--- config.mk ---
export PLATFORM = sky130hd
export DESIGN_NAME = axis_img_border_filter
export DESIGN_NICKNAME = d
export VERILOG_FILES = /design/src/rtl/axis_img_border_filter.sv
export SDC_FILE = /design/constraint.sdc
export NUM_CORES = 1
export LEC_CHECK = 0
export CORE_UTILIZATION = 52
export CTS_CLUSTER_DIAMETER = 80
export DETAILED_ROUTE_END_ITERATION = 8
export MAX_ROUTING_LAYER = met4
export PLACE_DENSITY = 0.93
export RECOVER_POWER = 100
export SLEW_MARGIN = 10
export SYNTH_ARGS = -nofsm -noshare
export SYNTH_HDL_FRONTEND = slang
export SYNTH_SLANG_ARGS = --single-unit
export TNS_END_PERCENT = 1
--- constraint.sdc ---
create_clock -name axis_aclk -period 5.75 [get_ports axis_aclk]
set_clock_uncertainty 0.2 [all_clocks]
set_input_delay 1.15 -clock axis_aclk [delete_from_list [all_inputs] [get_ports axis_aclk]]
set_output_delay 1.15 -clock axis_aclk [all_outputs]
set_load 0.02 [all_outputs]
--- src/rtl/axis_img_border_filter.sv ---
// AXI-Stream pixel filter: keeps or drops pixels by border-flag bits, optionally strips the
// flag, and regenerates tlast every LINE_WIDTH kept pixels with line-length error tracking.
module axis_img_border_filter #(
    parameter int                    DATA_WIDTH   = 16,
    parameter logic [DATA_WIDTH-1:0] FLAG_MASK    = DATA_WIDTH'(16'h8000),
    parameter bit                    KEEP_FLAGGED = 1'b1,
    parameter bit                    STRIP_FLAG   = 1'b1,
    parameter int                    LINE_WIDTH   = 640
) (
    input  logic                  axis_aclk,
    input  logic                  axis_areset,
    input  logic [DATA_WIDTH-1:0] s_axis_tdata,
    input  logic                  s_axis_tvalid,
    output logic                  s_axis_tready,
    input  logic                  s_axis_tlast,
    input  logic                  s_axis_tuser,
    output logic [DATA_WIDTH-1:0] m_axis_tdata,
    output logic                  m_axis_tvalid,
    input  logic                  m_axis_tready,
    output logic                  m_axis_tlast,
    output logic                  m_axis_tuser,
    output logic                  line_err,
    output logic [15:0]           err_count
);

    localparam logic [15:0] LW = 16'(LINE_WIDTH);

    logic                  r_rst_d;
    logic                  r_m_valid;
    logic                  r_m_last;
    logic                  r_m_user;
    logic [DATA_WIDTH-1:0] r_m_data;
    logic [15:0]           r_col;
    logic                  r_sof_pend;
    logic                  r_line_err;
    logic [15:0]           r_err_count;

    logic                  w_accept;
    logic                  w_flag;
    logic                  w_keep;
    logic                  w_kept;
    logic                  w_sof;
    logic                  w_eol;
    logic                  w_short;
    logic [15:0]           w_col_base;
    logic [15:0]           w_col_cnt;
    logic [DATA_WIDTH-1:0] w_out_data;

    assign s_axis_tready = (~r_m_valid | m_axis_tready) & ~axis_areset & ~r_rst_d;
    assign w_accept      = s_axis_tvalid & s_axis_tready;
    assign w_flag        = |(s_axis_tdata & FLAG_MASK);
    assign w_keep        = KEEP_FLAGGED ? w_flag : ~w_flag;
    assign w_kept        = w_accept & w_keep;
    // A tuser beat opens a new frame before it is itself counted or tagged.
    assign w_sof         = r_sof_pend | (w_accept & s_axis_tuser);
    assign w_out_data    = STRIP_FLAG ? (s_axis_tdata & ~FLAG_MASK) : s_axis_tdata;

    always_comb begin
        w_col_base = (w_accept & s_axis_tuser) ? 16'd0 : r_col;
        w_col_cnt  = w_col_base;
        w_eol      = 1'b0;
        if (w_kept) begin
            if (w_col_base + 16'd1 == LW) begin
                w_eol     = 1'b1;
                w_col_cnt = 16'd0;
            end else begin
                w_col_cnt = w_col_base + 16'd1;
            end
        end
    end

    assign w_short = w_accept & s_axis_tlast & (w_col_cnt != 16'd0);

    always_ff @(posedge axis_aclk) begin
        r_rst_d <= axis_areset;
        if (axis_areset) begin
            r_m_valid   <= 1'b0;
            r_m_last    <= 1'b0;
            r_m_user    <= 1'b0;
            r_m_data    <= '0;
            r_col       <= 16'd0;
            r_sof_pend  <= 1'b0;
            r_line_err  <= 1'b0;
            r_err_count <= 16'd0;
        end else begin
            if (w_kept) begin
                r_m_valid <= 1'b1;
                r_m_data  <= w_out_data;
                r_m_last  <= w_eol;
                r_m_user  <= w_sof;
            end else if (m_axis_tready) begin
                r_m_valid <= 1'b0;
            end
            if (w_accept) begin
                // Input tlast always closes the line; a short line is flagged, not patched.
                r_col      <= s_axis_tlast ? 16'd0 : w_col_cnt;
                r_sof_pend <= w_sof & ~w_kept;
            end
            r_line_err <= w_short;
            if (r_line_err && r_err_count != 16'hFFFF) begin
                r_err_count <= r_err_count + 16'd1;
            end
        end
    end

    assign m_axis_tvalid = r_m_valid;
    assign m_axis_tdata  = r_m_data;
    assign m_axis_tlast  = r_m_last;
    assign m_axis_tuser  = r_m_user;
    assign line_err      = r_line_err;
    assign err_count     = r_err_count;

endmodule

== Word level (Yosys, flattened, before mapping) ==
Cells that the tools add are included.

* $add $sub $neg: 2
* Eq/ne operators: 2
* Mux-type cells: 7
* Bitwise operators: 14
* Reduce and logical (&&, ||, !) cells: 3

{| class="wikitable"
|+ Operator list
! operator !! number
|-
| $mux 16 || 4
|-
| $add 16x1->16 const B || 2
|-
| $eq 16x10->1 const B || 1
|-
| $ne 16x16->1 const B || 1
|-
| $reduce_bool 16->1 || 1
|-
| $and 1x1->1 || 8
|-
| $not 1->1 || 4
|-
| $mux 1 || 3
|-
| $or 1x1->1 || 2
|-
| $reduce_bool 2->1 || 1
|-
| $logic_and 1x1->1 || 1
|}

* Register bits: 53
* Bits of input ports: 22
* Output and inout port bits: 37

== Depth between registers and ports, before layout ==
Gate-level depths: netlist of run 1.

* Depth in word-level cells: 13
* Gate-level depth with buffers: 9

== Worst setup path after synthesis of run 1 ==
No wires, ideal clock.

* Kind: input port to flip-flop
* From: in axis_areset
* To: reg r_col[7]
* Library setup time: 0.070 ns
* Arrival time: 2.790 ns
* Required time: 5.480 ns
* Setup slack: 2.689 ns
* Stages on the path: 8
* Buffers on the path: 2
* Path through: buf_6 or2_4 nor2_4 nand2_2 or2_1 buf_6 or4_1 a21oi_1

* Word-level cells in the longest chain between the ends: 11
* Elaborated cells on any way between the ends: 12
* Classes of those cells: add/sub: 1; eq/ne: 1; mux: 4; bitwise: 6

{| class="wikitable"
|+ Ends and longest elaborated chain
! item !! line !! RTL
|-
| start: declaration || 11 || <nowiki>input logic axis_areset,</nowiki>
|-
| $not 1->1 * || 49 || <nowiki>assign s_axis_tready = (~r_m_valid | m_axis_tready) & ~axis_areset & ~r_rst_d;</nowiki>
|-
| $and 1x1->1 * (2 in series) || 49 ||
|-
| via s_axis_tready || 14 || <nowiki>output logic s_axis_tready,</nowiki>
|-
| $and 1x1->1 * || 50 || <nowiki>assign w_accept = s_axis_tvalid & s_axis_tready;</nowiki>
|-
| $and 1x1->1 || 59 || <nowiki>w_col_base = (w_accept & s_axis_tuser) ? 16'd0 : r_col;</nowiki>
|-
| $mux 16 || 59 ||
|-
| $add 16x1->16 || 63, 67 ||
|-
| $eq 16x10->1 || 63 || <nowiki>if (w_col_base + 16'd1 == LW) begin</nowiki>
|-
| $mux 16 || 63 ||
|-
| $mux 16 || 62 || <nowiki>if (w_kept) begin</nowiki>
|-
| $mux 16 || 96 || <nowiki>r_col <= s_axis_tlast ? 16'd0 : w_col_cnt;</nowiki>
|-
| end signal: assignment || 96 ||
|-
| end: declaration || 33 || <nowiki>logic [15:0] r_col;</nowiki>
|}

Mark *: on every way through the listed nets, which the timed path passes. The rest lies on a longest branch.
A chain may end at the register's enable or synchronous reset.

== Worst setup path in the final report of run 1 ==
* From: in axis_areset
* To: out s_axis_tready

* Word-level cells in the longest chain between the ends: 3

{| class="wikitable"
|+ Ends and longest elaborated chain
! item !! line
|-
| $not 1->1 || 49
|-
| $and 1x1->1 (2 in series) || 49
|-
| end: declaration || 14
|}

No other way between the ends.

==> out/summary.txt, run 1 <==
Tightest Pin Transition: 1.09 ns
First DRT Iteration DRCs: 244
Ys async rst share: 0
Vias in the first global route: 2,373
Core Box Area: 5110 um2
Final period utilization: 0.775
DR vias/cell: 5.80
Die width: 74.7 um
Cell Area, Synth: 2750 um2
Max-slew headroom: 0.263
RR Endpoint: line_err
Final net count: 418
Die area: 5580 um2
Max_cap viols: 0
WL met1: 2.84 mm
Design Area, Final: 3350 um2
First-pass GRT wire length: 10.9 mm
Syn nets: 377
Fin Setup TNS: 0 ns
Worst min-delay path startpoint: m_axis_tlast
Hold_ws: 0.258 ns
Post-synth top flop: dfxtp_1
Via count: 2,701
EDFF count, synth: 0
Setup violators final: 0
Post-synth cell types: 53
Placed Instance Area: 3300 um2
Final ANT Viol Nets: 0
Total GRT Usage: 0.262
Met2 WL: 3.13 mm
Die Span Y: 74.7 um
Endpoints failing hold: 0
Fmax: 225 MHz
CP Data Required Time: 4.40 ns
Ports: 59
CTS resizes: 0
Reg2Reg Launch Point: r_rst_d
Critical path class: in -> out
Routed wire length per instance: 14.3 um
FP Rows: 26
Static leakage: 1.30 nW
Clock Path Buffers: 2
Yosys warns: 0
Skew-Pair Late Insertion Delay: 0.31 ns
Sink Count: 53
Hold Path Sink: m_axis_tlast
Hold Path Class: reg -> reg
Crit path DAT: 3.10 ns
Power Dens Cells: 193 nW/um2
Final GP Congestion: 0.975
Fin util: 0.656
WHS Path Cells: 2
Layout Area Growth over Synthesis: 21.9%
Clk Tree Root Cell: clkbuf_8
Status: finished clean
Startpoint types: primary input
Share of cells above drive strength 1: 0.0328
Register bit count reported by yosys: 53
Worst Reg2Reg Path Length in Cells: 7
Initial antenna violation count: 0
Syn avg cell area: 7.76 um2
Ant diodes: 0
WL final: 6.68 mm
# Post-CTS Setup Buffers: 0
Sequential share of the synthesized area: 0.386
RSZ-0062 raised after global routing: no
Worst Setup End Kind: output port
Final Power: 0.646 mW
Synthesized instance count: 354
Maximum vdd drop: 173 uV
CP Max Fanout: 53
CTS tree: built
Detailed Routing Iterations Pass 1: 5
Tmin final: 4.45 ns
GR Overflow Total: 0
Routed length on met3: 594 um
Starting Density: 0.538
Slew Limit Fails: 0
DRC viols: 0
Clock Pin Slew Worst Setup and Hold Paths: 0.09 ns
Worst R2R Setup Slack: 2.85 ns
DP HPWL: 4.62 mm
CTS Buf Count: 5
Top Layer Used: met4
CTS HTree Levels: 2
Largest net degree at the start of global routing: 54
CTS Hold Buffers Added: 0
PortBufs: 57
-- state kept, by name, indices dropped and copies added (netlist names) --
| register | cells |
|---|---|
| r_rst_d | 1 |
| r_col | 16 |
| r_sof_pend | 1 |
| m_axis_tvalid | 1 |
| line_err | 1 |
| m_axis_tdata | 15 |
| err_count | 16 |
| m_axis_tuser | 1 |
| m_axis_tlast | 1 |
-- layout make-up --
| cell class | count | area, um2 |
|---|---|---|
| fill | 413 | 1760 |
| inverter | 5 | 18.8 |
| sequential | 53 | 1060 |
| clock buffer | 6 | 72.6 |
| tap | 70 | 87.6 |
| timing repair buffer | 59 | 582 |
| clock inverter | 2 | 13.8 |
| multi-input combinational | 271 | 1510 |
-- worst max-delay path, cell delays in order --
cell           delay (ns)
dlygate4sd3_1        0.53
buf_4                0.28
or2_0                0.35
nor2_4               0.11
dlygate4sd3_1        0.68
-- cells in the mapped netlist (2+ instances only) --
| cell | count | share of area |
|---|---|---|
| dfxtp_1 | 53 | 0.39 |
| nor2b_1 | 3 | 0.0068 |
| xor2_1 | 9 | 0.029 |
| or3_1 | 6 | 0.014 |
| buf_2 | 6 | 0.011 |
| and2_1 | 4 | 0.0091 |
| nor3_1 | 10 | 0.018 |
| nand2b_1 | 2 | 0.0046 |
| a21oi_1 | 23 | 0.042 |
| and3_1 | 5 | 0.011 |
| and4_1 | 4 | 0.013 |
| a22oi_1 | 2 | 0.0055 |
| nor4_1 | 3 | 0.0068 |
| nand4_1 | 9 | 0.020 |
| buf_6 | 2 | 0.0082 |
| nand3b_1 | 16 | 0.044 |
| nor2_1 | 40 | 0.055 |
| xnor2_1 | 9 | 0.029 |
| a31oi_1 | 6 | 0.014 |
| inv_1 | 5 | 0.0068 |
| clkbuf_1 | 16 | 0.022 |
| or4_1 | 4 | 0.011 |
| nand3_1 | 11 | 0.020 |
| nand2_1 | 58 | 0.079 |
| o21ai_0 | 20 | 0.036 |
-- placed cells by master, fill, tap and decap left out, types with 10 or more instances in the layout --
| master | instances |
|---|---|
| dfxtp_1 | 53 |
| nand3b_1 | 16 |
| dlygate4sd3_1 | 37 |
| nor2_1 | 40 |
| clkdlybuf4s50_1 | 20 |
| nand3_1 | 11 |
| a21oi_1 | 23 |
| o21ai_0 | 20 |
| nor3_1 | 10 |
| nand2_1 | 59 |
-- how the worst max path moves through the flow --
stage	from	endpoint	slack [ns]	depth (start not counted)
after floorplan	axis_areset	r_col[7]	2.69	8
after global placement	axis_areset	s_axis_tready	1.52	5
after detailed placement	axis_areset	s_axis_tready	1.53	5
after CTS	axis_areset	s_axis_tready	1.52	5
after global routing	axis_areset	s_axis_tready	1.20	5
final	axis_areset	s_axis_tready	1.30	5
-- cells by family (layout without fill, tap and decap cells) --
group,after synthesis,count (layout),share of synthesized area
AO/OA/AOI/OAI,65,65,0.148
flip-flops,53,53,0.386
adder cells (fa/ha/maj),1,1,0.00456
AND/OR/NAND/NOR,185,185,0.348
multiplexers,1,1,0.00410
other,1,1,0.00137
buffers and inverters,30,72,0.0506
XOR/XNOR,18,18,0.0574
-- routing by layer --
layer	track usage	vias to the layer above
met3	0.0683	14
met5	-	-
met2	0.402	139
li1	-	1322
met4	0.0797	0
met1	0.338	1226
-- through the flow --
step	std cells	worst slack (ns)
detailed placement	458	1.53
CTS	466	1.52
global placement	458	1.52
global route	466	1.20
finish	466	1.30
floorplan	354	2.69
-- where the power goes --
group / internal (mW) / switching (mW)
clock: 0.0871 / 0.126
combinational: 0.0268 / 0.0319
sequential: 0.372 / 0.00297
total: 0.486 / 0.161
Power figures use the tool's default switching activity.
==> run 2: changes to the inputs <==
Settings changed: CORE_UTILIZATION 52 to 46, PLACE_DENSITY 0.93 to 0.88.
Clock period 5.75 ns to 3.9 ns, I/O delays scaled along.
==> run 2 against run 1 <==
  * Power increased by 59%
  * First-iteration DRC count is 3.7% higher
  * Combinational power up 54%
  * Critical endpoint unchanged
  * Sequential cell count is the same
  * Utilization decreased by 4.7 points
  * Register-to-register slack worse by 1.6 ns
  * Cell area up 2.6%
  * Sequential share of layout area down 0.80 points
  * Clock power up 79%
  * Global-route usage fell by 1.7 points
  * Count of clock-buffer cells in the layout did not move
  * Die area is 13% higher
==> out/summary.txt, run 2 (same netlist as run 1, synthesis figures left out) <==
Status: finished clean
Cell count after placement: 465 (+1.5%)
Clock Path Buffers: 2 (unchanged)
CP max-delay cell: dlygate4sd3_1
Max-slew headroom: 0.469 (+0.206)
CTS HTree Levels: 2 (unchanged)
Fmax: 288 MHz
Max_cap viols: 0 (unchanged)
GR Overflow Total: 0 (unchanged)
Switching Share: 0.236 (-0.0128)
Maximum vdd drop: 189 uV (+8.8%)
Tightest Pin Transition: 0.785 ns (-0.309 ns)
Largest net degree at the start of global routing: 39 (-28%)
Initial antenna violation count: 0 (unchanged)
Area of the multi-input gates: 1530 um2 (+1.4%)
FP Rows: 27 (+3.8%)
Startpoint types: primary input
Core Box Area: 5640 um2 (+10%)
Net Switching: 0.242 mW (+50%)
Die width: 79.3 um (+6.2%)
Setup WS pre-CTS: 0.668 ns (-0.861 ns)
Ports: 59 (unchanged)
Clk Tree Root Cell: clkbuf_8
First DRT Iteration DRCs: 253 (+3.7%)
Seq pwr share: 0.539 (-0.041)
Routed wire length per instance: 14.5 um (+0.85%)
Final net count: 423 (+1.2%)
Final GP Congestion: 1.01 (+3.5%)
Crit path DAT: 2.49 ns (-0.61 ns)
Starting Density: 0.487 (-0.0509)
Post-route insts no fill: 473 (+1.5%)
Die Span Y: 79.3 um (+6.2%)
RSZ-0062 raised after global routing: no
CP Max Fanout: 3 (-94%)
Worst Setup End Kind: output port
Ant diodes: 0 (unchanged)
Hold Path Class: reg -> reg
Skew-Pair Late Insertion Delay: 0.31 ns (about the same)
# Post-CTS Setup Buffers: 0 (unchanged)
Crit-path cells: dlygate4sd3_1 > or2_0 > nor2_4 > dlygate4sd3_1
DR vias/cell: 5.74 (-1.0%)
PnR worst setup slack: 0.427 ns (-0.869 ns)
Setup violators final: 0 (unchanged)
Fin Setup TNS: 0 ns (unchanged)
Slowest stage delay, CP: 0.68 ns (about the same)
Tmin final: 3.47 ns
Comb pwr share: 0.088 (-0.003)
DRC viols: 0 (unchanged)
Detailed Routing Iterations Pass 1: 4 (-1)
CP Data Required Time: 2.92 ns (-1.48 ns)
Commonest non-fill, non-tap cell in the layout: nand2_1
Internal power: 0.784 mW (+61%)
PortBufs: 57 (unchanged)
CTS resizes: 0 (unchanged)
Vias in the first global route: 2,569 (+8.3%)
CTS Hold Buffers Added: 0 (unchanged)
Fillcell total: 499 (+21%)
Most used cell, CP: dlygate4sd3_1
Power Dens Cells: 298 nW/um2 (+55%)
Die area: 6280 um2 (+13%)
Final period utilization: 0.891
Clock Pin Slew Worst Setup and Hold Paths: 0.10 ns (about the same)
Clk pwr share: 0.373 (+0.044)
DP HPWL: 4.76 mm (+2.9%)
First-pass GRT wire length: 11.8 mm (+8.3%)
Share of cells above drive strength 1: 0.0499 (+0.0170)
Final ANT Viol Nets: 0 (unchanged)
Via count: 2,713 (+0.44%)
Endpoints failing hold: 0 (unchanged)
Slew Limit Fails: 0 (unchanged)
FF/Latch Area: 1060 um2 (unchanged)
Sink Count: 53 (unchanged)
Critical path class: in -> out
Most frequent cells in the layout: 59 x nand2_1, 53 x dfxtp_1, 40 x nor2_1
Layout Area Growth over Synthesis: 25.1%
CTS tree: built
WL final: 6.84 mm (+2.4%)
Static leakage: 1.34 nW (+2.7%)
CTS Buf Count: 5 (unchanged)
Total GRT Usage: 0.245 (-0.0166)
-- run 2: changes by cell type in the layout (fill, tap and decap cells not counted), sizes merged --
| cell | change |
|---|---|
| buf | +5 |
| inv | -1 |
| bufinv | +1 |
-- run 2: power by group through the flow --
| stage | combinational [mW] | sequential (mW) | clock (mW) |
|---|---|---|---|
| after CTS | 0.0951 | 0.553 | 0.387 |
| after floorplan | 0.0403 | 0.573 | 0 |
| after global routing | 0.0983 | 0.554 | 0.414 |
| after detailed placement | 0.0944 | 0.565 | 0 |
| final | 0.0905 | 0.553 | 0.382 |
| after global placement | 0.0932 | 0.565 | 0 |
-- run 2: cell type report --
cell class	instances	share of cell area
Clock buffer	6	0.0211
Clock inverter	2	0.0113
Inverter	5	0.00546
Multi-Input combinational cell	271	0.447
Sequential cell	53	0.309
Tap cell	72	0.0262
Timing Repair Buffer	64	0.180
-- run 2: final timing paths --
path | cells past startpoint | start | to | slack [ns]
setup / recovery | 4 | axis_areset | s_axis_tready | 0.43
hold / removal | 2 | m_axis_tdata[3] | m_axis_tdata[3] | 0.27
setup reg to reg | 7 | err_count[7] | err_count[11] | 1.25
hold reg to reg | 2 | m_axis_tdata[3] | m_axis_tdata[3] | 0.27
-- run 2: metal layers --
| metal | GRT usage | part of all wire | vias up |
|---|---|---|---|
| li1 | - | - | 1327 |
| met1 | 0.312 | 0.45 | 1257 |
| met2 | 0.381 | 0.47 | 118 |
| met3 | 0.0517 | 0.065 | 11 |
| met4 | 0.0927 | 0.017 | 0 |
| met5 | - | 0 | - |
-- run 2: metrics by stage --
step | util | instance area (um2) | power [mW] | hold slack [ns]
detailed placement | 0.593 | 3340 | 0.660 | 0.261
global route | 0.609 | 3430 | 1.07 | 0.304
global placement | 0.593 | 3340 | 0.659 | 0.258
finish | 0.609 | 3430 | 1.03 | 0.273
CTS | 0.613 | 3460 | 1.04 | 0.275
floorplan | - | 2750 | 0.613 | 0.257
-- run 2: critical path, delay by kind of cell --
family	cells	cell delay [ns]
and+or+nand+nor	2	0.47
buffers and inverters	2	1.25
